$ cat src/rtl/adc_ctrl_apb.sv
`timescale 1ns/1ps
// ADC conversion controller behind an APB slave: single-shot and continuous
// sampling with a programmable gap, overrun/timeout flags and a level interrupt.
module adc_ctrl_apb #(
  parameter int unsigned TIMEOUT    = 16,
  parameter logic [15:0] PERIOD_RST = 16'h0100
) (
  input  logic        CLK,
  input  logic        RST,
  input  logic        PSEL,
  input  logic        PENABLE,
  input  logic        PWRITE,
  input  logic [31:0] PADDR,
  input  logic [31:0] PWDATA,
  input  logic [3:0]  PSTRB,
  output logic [31:0] PRDATA,
  output logic        PREADY,
  output logic        SOC,
  input  logic        BUSY,
  input  logic [9:0]  DATA,
  output logic        IRQ
);

  localparam int unsigned TW = (TIMEOUT < 2) ? 1 : $clog2(TIMEOUT);
  localparam logic [1:0] A_CTRL   = 2'd0;
  localparam logic [1:0] A_STATUS = 2'd1;
  localparam logic [1:0] A_RESULT = 2'd2;
  localparam logic [1:0] A_PERIOD = 2'd3;

  typedef enum logic [2:0] {S_IDLE, S_SOC, S_ARM, S_CONV, S_DONE, S_GAP} state_t;

  state_t          state;
  state_t          state_next;
  logic            access;
  logic            xfer;
  logic            wr;
  logic            rd;
  logic            wr_ctrl;
  logic            wr_stat;
  logic            wr_period;
  logic            start;
  logic            valid_clr;
  logic            tout_hit;
  logic            done;
  logic            cont;
  logic            ie;
  logic            valid;
  logic            ovr;
  logic            tout;
  logic [9:0]      result;
  logic [15:0]     period;
  logic [15:0]     gap_len;
  logic [15:0]     gap_cnt;
  logic [TW-1:0]   timer;
  logic [31:0]     rdata_mux;
  logic            unused_bits;

  // Access phase opens the wait state; side effects land on the PREADY cycle.
  assign access    = PSEL & PENABLE & ~PREADY;
  assign xfer      = PSEL & PENABLE & PREADY;
  assign wr        = xfer & PWRITE;
  assign rd        = xfer & ~PWRITE;
  assign wr_ctrl   = wr & (PADDR[3:2] == A_CTRL) & PSTRB[0];
  assign wr_stat   = wr & (PADDR[3:2] == A_STATUS) & PSTRB[0];
  assign wr_period = wr & (PADDR[3:2] == A_PERIOD);
  assign start     = wr_ctrl & PWDATA[0];
  assign valid_clr = (wr_stat & PWDATA[1]) | (rd & (PADDR[3:2] == A_RESULT));
  assign done      = (state == S_DONE);
  assign tout_hit  = (state == S_ARM) && !BUSY && (timer == TW'(TIMEOUT - 1));

  assign unused_bits = ^{PADDR[31:4], PADDR[1:0], PWDATA[31:16], PSTRB[3:2]};

  always_ff @(posedge CLK or negedge RST) begin
    if (!RST) state <= S_IDLE;
    else      state <= state_next;
  end

  always_comb begin
    state_next = state;
    unique case (state)
      S_IDLE: if (start) state_next = S_SOC;
      S_SOC:  state_next = S_ARM;
      S_ARM: begin
        if (BUSY)          state_next = S_CONV;
        else if (tout_hit) state_next = S_IDLE;
      end
      S_CONV: if (!BUSY) state_next = S_DONE;
      S_DONE: state_next = cont ? S_GAP : S_IDLE;
      S_GAP: begin
        if (!cont)                   state_next = S_IDLE;
        else if (gap_cnt == gap_len) state_next = S_SOC;
      end
      default: state_next = S_IDLE;
    endcase
  end

  always_comb begin
    rdata_mux = '0;
    case (PADDR[3:2])
      A_CTRL:   rdata_mux = {29'd0, ie, cont, 1'b0};
      A_STATUS: rdata_mux = {28'd0, tout, ovr, valid, state != S_IDLE};
      A_RESULT: rdata_mux = {22'd0, result};
      default:  rdata_mux = {16'd0, period};
    endcase
  end

  // Bus outputs, conversion strobe and interrupt.
  always_ff @(posedge CLK or negedge RST) begin
    if (!RST) begin
      PREADY <= 1'b0;
      PRDATA <= '0;
      SOC    <= 1'b0;
      IRQ    <= 1'b0;
    end else begin
      PREADY <= access;
      PRDATA <= (access && !PWRITE) ? rdata_mux : '0;
      SOC    <= (state_next == S_SOC);
      IRQ    <= ie & (valid | tout);
    end
  end

  // Control/status registers; hardware set events win over software clears.
  always_ff @(posedge CLK or negedge RST) begin
    if (!RST) begin
      cont   <= 1'b0;
      ie     <= 1'b0;
      valid  <= 1'b0;
      ovr    <= 1'b0;
      tout   <= 1'b0;
      result <= '0;
      period <= PERIOD_RST;
    end else begin
      if (tout_hit)     cont <= 1'b0;
      else if (wr_ctrl) cont <= PWDATA[1];
      if (wr_ctrl) ie <= PWDATA[2];

      if (done)           valid <= 1'b1;
      else if (valid_clr) valid <= 1'b0;

      if (done && valid && !valid_clr) ovr <= 1'b1;
      else if (wr_stat && PWDATA[2])   ovr <= 1'b0;

      if (tout_hit)                  tout <= 1'b1;
      else if (wr_stat && PWDATA[3]) tout <= 1'b0;

      if (done) result <= DATA;

      if (wr_period && PSTRB[0]) period[7:0]  <= PWDATA[7:0];
      if (wr_period && PSTRB[1]) period[15:8] <= PWDATA[15:8];
    end
  end

  // ARM timeout timer and GAP counter; the gap length is frozen on GAP entry.
  always_ff @(posedge CLK or negedge RST) begin
    if (!RST) begin
      timer   <= '0;
      gap_len <= '0;
      gap_cnt <= '0;
    end else begin
      if (state == S_SOC)      timer <= '0;
      else if (state == S_ARM) timer <= timer + TW'(1);

      if (done && cont) begin
        gap_len <= period;
        gap_cnt <= '0;
      end else if (state == S_GAP) begin
        gap_cnt <= gap_cnt + 16'd1;
      end
    end
  end

endmodule

$ cat config.mk
export PLATFORM = sky130hd
export DESIGN_NAME = adc_ctrl_apb
export DESIGN_NICKNAME = d
export VERILOG_FILES = /design/src/rtl/adc_ctrl_apb.sv
export SDC_FILE = /design/constraint.sdc
export NUM_CORES = 1
export LEC_CHECK = 0
export ABC_AREA = 1
export BUFFER_PORTS_ARGS = -buffer_cell sky130_fd_sc_hd__buf_2
export CORE_UTILIZATION = 45
export CTS_CLUSTER_DIAMETER = 30
export DETAILED_ROUTE_END_ITERATION = 7
export GPL_ROUTABILITY_DRIVEN = 0
export HOLD_SLACK_MARGIN = 0.08
export PLACE_DENSITY = 0.8
export SETUP_SLACK_MARGIN = 0.05
export SLEW_MARGIN = 15
export SYNTH_ARGS = -nofsm -noshare
export SYNTH_HDL_FRONTEND = slang
export SYNTH_SLANG_ARGS = --single-unit
$ cat constraint.sdc
create_clock -name CLK -period 1.21 [get_ports CLK]
set_input_delay 0.242 -clock CLK [delete_from_list [all_inputs] [get_ports CLK]]
set_output_delay 0.242 -clock CLK [all_outputs]
set_load 0.01 [all_outputs]
After elaboration in Yosys (flattened, before gate mapping). Index checks and enable logic that the tools add are counted. Widths: inputs -> output; s select.

Register bits: 105. Input bits: 84.

Add/sub/neg operators: 2. Equality and inequality tests: 11. Mux-type cells: 22. Bitwise logic cells: 18. Reduce and logical (&&, ||, !) cells: 22.

Operators with widths (number): $pmux 16 s3 (1); $mux 16 (2); $mux 32 (1); $mux 3 (7); $pmux 3 s6 (1); $add 16x1->16 const B (1); $eq 16x16->1 (1); $and 1x1->1 (14); $reduce_bool 2->1 (6); $logic_and 1x1->1 (10); $mux 1 (8); $mux 4 (2); $eq 3x1->1 const B (2); $eq 3x2->1 const B (2); $eq 3x3->1 const B (2); $add 4x1->4 const B (1); $eq 2x2->1 const B (2); $eq 4x4->1 const B (1); $logic_not 1->1 (3); $logic_not 3->1 (1); $reduce_bool 3->1 (1); $eq 2x1->1 const B (1); $logic_not 2->1 (1); $not 1->1 (2); $or 1x1->1 (2).

Longest topological paths before layout.
Depth after elaboration: 10. Mapped depth: 10.

Worst setup path after synthesis. No wires, ideal clock.

Path type: register to register. Start: register PREADY. End: register period[13]. Setup time: 0.124 ns. Arrival: 1.226 ns. Required time: 1.086 ns. Path slack: -0.139 ns. Stages on the path, launching flop included: 7. Path through: dfrtp_1 nand3_1 nor2_1 nand3_1 buf_2 nor2_1 a21oi_1.

Cells in the longest elaborated chain, start to end: 4.

RTL lines: start, declared (RTL line 17) `output logic PREADY,`; start signal, assigned (RTL line 115) `PREADY <= access;`; $and 1x1->1 (RTL line 60) `assign xfer = PSEL & PENABLE & PREADY;`; $and 1x1->1 (RTL line 61) `assign wr = xfer & PWRITE;`; $and 1x1->1 (RTL line 65) `assign wr_period = wr & (PADDR[3:2] == A_PERIOD);`; $logic_and 1x1->1 (RTL line 149) `if (wr_period && PSTRB[1]) period[15:8] <= PWDATA[15:8];`; end signal, assigned (RTL line 149); end, declared (RTL line 51) `logic [15:0] period;`.

No other way between the ends. A chain may end at the register's enable or synchronous reset.

Worst setup path in the final report.
Start: register gap_cnt[3]. End: register SOC.

Cells in the longest elaborated chain, start to end: 5.

RTL lines: start, declared (RTL line 53) `logic [15:0] gap_cnt;`; start signal, assigned (RTL line 167) `gap_cnt <= gap_cnt + 16'd1;`; $eq 16x16->1 (RTL line 91) `else if (gap_cnt == gap_len) state_next = S_SOC;`; $mux 3 (RTL line 91); $mux 3 (RTL line 90) `if (!cont) state_next = S_IDLE;`; $pmux 3 s6 (RTL line 80) `unique case (state)`; $eq 3x1->1 (RTL line 117) `SOC <= (state_next == S_SOC);`; end signal, assigned (RTL line 117); end, declared (RTL line 18) `output logic SOC,`.

No other way between the ends.

==> impl_results.md <==
* Endpoint type of the worst setup path: flop
* CP required at 1.51 ns
* Chip Width at 99.33 um
* Levels on crit path at 11
* CP bufs+invs at 2
* Clock period minus final worst setup slack at 1.605 ns
* Yosys reg bits at 89
* WHS Endpoint: result[8]$_DFFE_PN0P_
* Final Util at 65.54%
* Htree depth at 3
* Synth warn at 0
* All-Layer GR Usage at 26.23%
* DP HPWL at 7106 um
* CTS Buf Count at 9
* TritonCTS Sinks at 89
* Top Family by Delay on Critical Path: simple AND/OR/NAND/NOR gates
* Gate Count Post-Synth at 543
* Total core area at 9196 sq um
* Reg2reg start: gap_cnt[3]$_DFFE_PN0P_
* Routed wire length at 15170 um
* Fin. max-slew vios at 0
* Vias in the first global route at 4330
* ANT cells at 0
* Pwr/cell area at 1636 nW/um^2
* Sequential-to-total area share from yosys stat at 52.27%
* Die height at 99.33 um
* Drt drc at 0
* Leak pwr at 3.027 nW
* # nets final at 762
* Mapped Area at 4263 sq um
* DR vias/cell at 5.939
* Setup tns final at -13.12 ns
* Initial antenna violation count at 0
* Post-synth top area cell: dfrtp_1
* 1st-pass router iterations at 5
* TritonCTS clock tree: built
* Failing checks: setup timing
* Clock tree skew after final layout at 0.009816 ns
* Maxcap violations at 0
* Crit Path Category: reg2reg
* Placed Cells at 741
* Final setup margin at -0.3948 ns
* Worst setup SP type: flop
* FMAX at 623.1 MHz
* Crit-path max cell delay at 0.39 ns
* Setup violators final at 73
* Synth async-reset ratio at 100.0%
* WHS Path Cells at 3
* Area of the multi-input gates at 2125 sq um
* Vias at 4704
* Clock root cell: clkbuf_8
* Die area at 9866 sq um
* Fin crit share at 132.6%
* Fin area at 6027 sq um
* Grt ovf at 0
* Path depth of the worst reg2reg path at 11
* Largest cells by area after synthesis: dfrtp_1 52%, nand2_1 15%, inv_1 6.6%, o21ai_0 5.5%, nor2_1 4.0%
* Count of non-filler cells in the finished layout at 792
* CP arrival at 1.90 ns
* Flip-flop and latch area at 2231 sq um
* Dpl cell area at 5006 sq um
* Final hold violations at 0
* Clk_lat worst skew at 0.36 ns
* Worst reg-to-reg setup slack at -0.39 ns
* Post-synth EDFFs at 0
* CP Max Fanout at 6
* Global-route wire length before repair at 20310 um
* Final antenna-violating net count at 0
* Status: complete, but fails checks
* FF-to-FF End: SOC$_DFF_PN0_
* Largest net degree at the start of global routing at 29
* Row count at 35
* Number of I/O pins at 119
* Initial core utilization at 46.35%
* Synth-to-Final Area Change at 41.39%
* Layout fillers at 583
* Synth Flop Type: dfrtp_1
* Layout cell share with drive strength beyond 1 at 37.00%
* Peak supply drop at 954.8 uV
* CTS clk-pin slew, worst paths at 0.10 ns
* DR iter-0 viols at 540
* Yosys cell types at 28
* Synth top area share at 51.66%
* Worst Hold Launch: DATA[8]
* Worst-path cell chain: buf_4 -> inv_1 -> nand2_1 -> nand2_1 -> nor2_1 -> nand2_1 -> nor2_1 -> nand2_1 -> nand2_1 -> nand3_1 -> nor2_1
* Syn Area/Cell at 7.851 sq um
* Slowest CP cell: dfrtp_1
* WL/cell at 19.15 um
* RSZ-0062 raised after global routing: true
* Tightest Hold Check Type: in2reg
* Clock Tree Buf Depth at 2
* Number of port buffers at 54
* Crit path top cell by count: nand2_1
[layout make-up]
type | count | area share, %
clock inverters | 7 | 0.8927
multi-input cells | 367 | 35.25
flip-flops and latches | 89 | 37.01
repair inverters | 1 | 0.1246
inverters | 78 | 5.107
well taps | 111 | 2.304
clock buffers | 9 | 2.055
repair buffers | 130 | 17.25
[routing by layer]
| metal | GRT usage (%) | vias to the layer above | part of all wire (%) |
|---|---|---|---|
| met2 | 47.38 | 399 | 49 |
| met4 | 12.44 | 0 | 7.6 |
| met1 | 31.18 | 2219 | 34 |
| met3 | 3.092 | 132 | 8.9 |
| li1 | - | 1954 | - |
| met5 | 0 | - | 0 |
[registers in the layout, summed over array words and instances, names as in the netlist]
signal	cells
IRQ	1
PRDATA	16
PREADY	1
SOC	1
cont	1
gap_cnt	16
gap_len	16
ie	1
ovr	1
period	16
result	10
state	3
timer	4
tout	1
valid	1
[stage by stage]
stage	total power, mW	worst slack, ns	hold slack, ns
after detailed placement	6.550	-0.2117	0.1417
after floorplan	5.701	-0.08268	-0.05359
after global routing	10.29	-0.3851	0.1095
after global placement	6.408	-0.1484	0.1389
after CTS	8.950	-0.1745	0.08479
final	9.861	-0.3948	0.09018
[cell families (layout without fill, tap and decap cells)]
family / count (synthesis) / after routing / synth area share, %
and+or+nand+nor: 270 / 272 / 26.74
buffers and inverters: 104 / 225 / 10.77
DFF: 89 / 89 / 52.27
AOI/OAI and AO/OA: 76 / 76 / 9.334
adders and majority gates: 2 / 2 / 0.5869
other: 1 / 16 / 0.08797
xor gates and xnor gates: 1 / 1 / 0.2055
[tightest hold or removal path, delay by kind of cell]
| family | cells | cell delay [ns] |
|---|---|---|
| buf+inv | 1 | 0.08 |
| simple gates | 2 | 0.10 |
[report_power, final]
| part | internal [mW] | switching [mW] |
|---|---|---|
| clock network | 0.762 | 1.20 |
| logic | 1.54 | 2.05 |
| registers | 3.65 | 0.659 |
[synthesized netlist by cell type (2+ instances only)]
master / number
clkbuf_1: 5
buf_2: 4
inv_1: 75
dfrtp_1: 88
nand4_1: 14
nor3_2: 2
nand3_1: 18
nor3_1: 18
nor2_1: 45
clkinv_1: 2
nand2_2: 3
ha_1: 2
a31oi_1: 2
a21oi_1: 22
nand2_1: 166
o211ai_1: 2
o21ai_0: 47
buf_4: 17
nor2_2: 2
[worst max path at each step]
stage                                    endpoint              startpoint  slack, ns
after global routing                SOC$_DFF_PN0_  gap_cnt[4]$_DFFE_PN0P_      -0.39
final                               SOC$_DFF_PN0_  gap_cnt[3]$_DFFE_PN0P_      -0.39
after CTS                 gap_cnt[10]$_DFFE_PN0P_      state[1]$_DFF_PN0_      -0.17
after floorplan            gap_cnt[7]$_DFFE_PN0P_      state[1]$_DFF_PN0_      -0.08
after global placement    gap_cnt[10]$_DFFE_PN0P_  gap_cnt[1]$_DFFE_PN0P_      -0.15
after detailed placement  gap_cnt[10]$_DFFE_PN0P_  gap_cnt[1]$_DFFE_PN0P_      -0.21
[cells in the final DEF (no fill, tap or decap), types with 13 or more instances in the layout]
cell     synthesis  layout
nand2_1        166     142
nor2_4           1      13
a21oi_2          0      13
buf_2            4      52
nand4_1         14      14
inv_1           75      72
buf_4           17      54
dfrtp_1         88      86
o21ai_0         47      17
nand2_2          3      19
nor2_1          45      21
o21ai_1          0      16
conb_1           1      16
nor2_2           2      14
o21ai_2          0      14
[timing repair]
item,in CTS,in global routing
endpoints found under the hold margin,93,0
cloned,6,1
pin swaps,13,20
hold buffers,5,0
gates resized for setup,62,94
setup buffers,15,12
endpoints found under the setup margin,84,81
(Power assumes the default switching activity.)
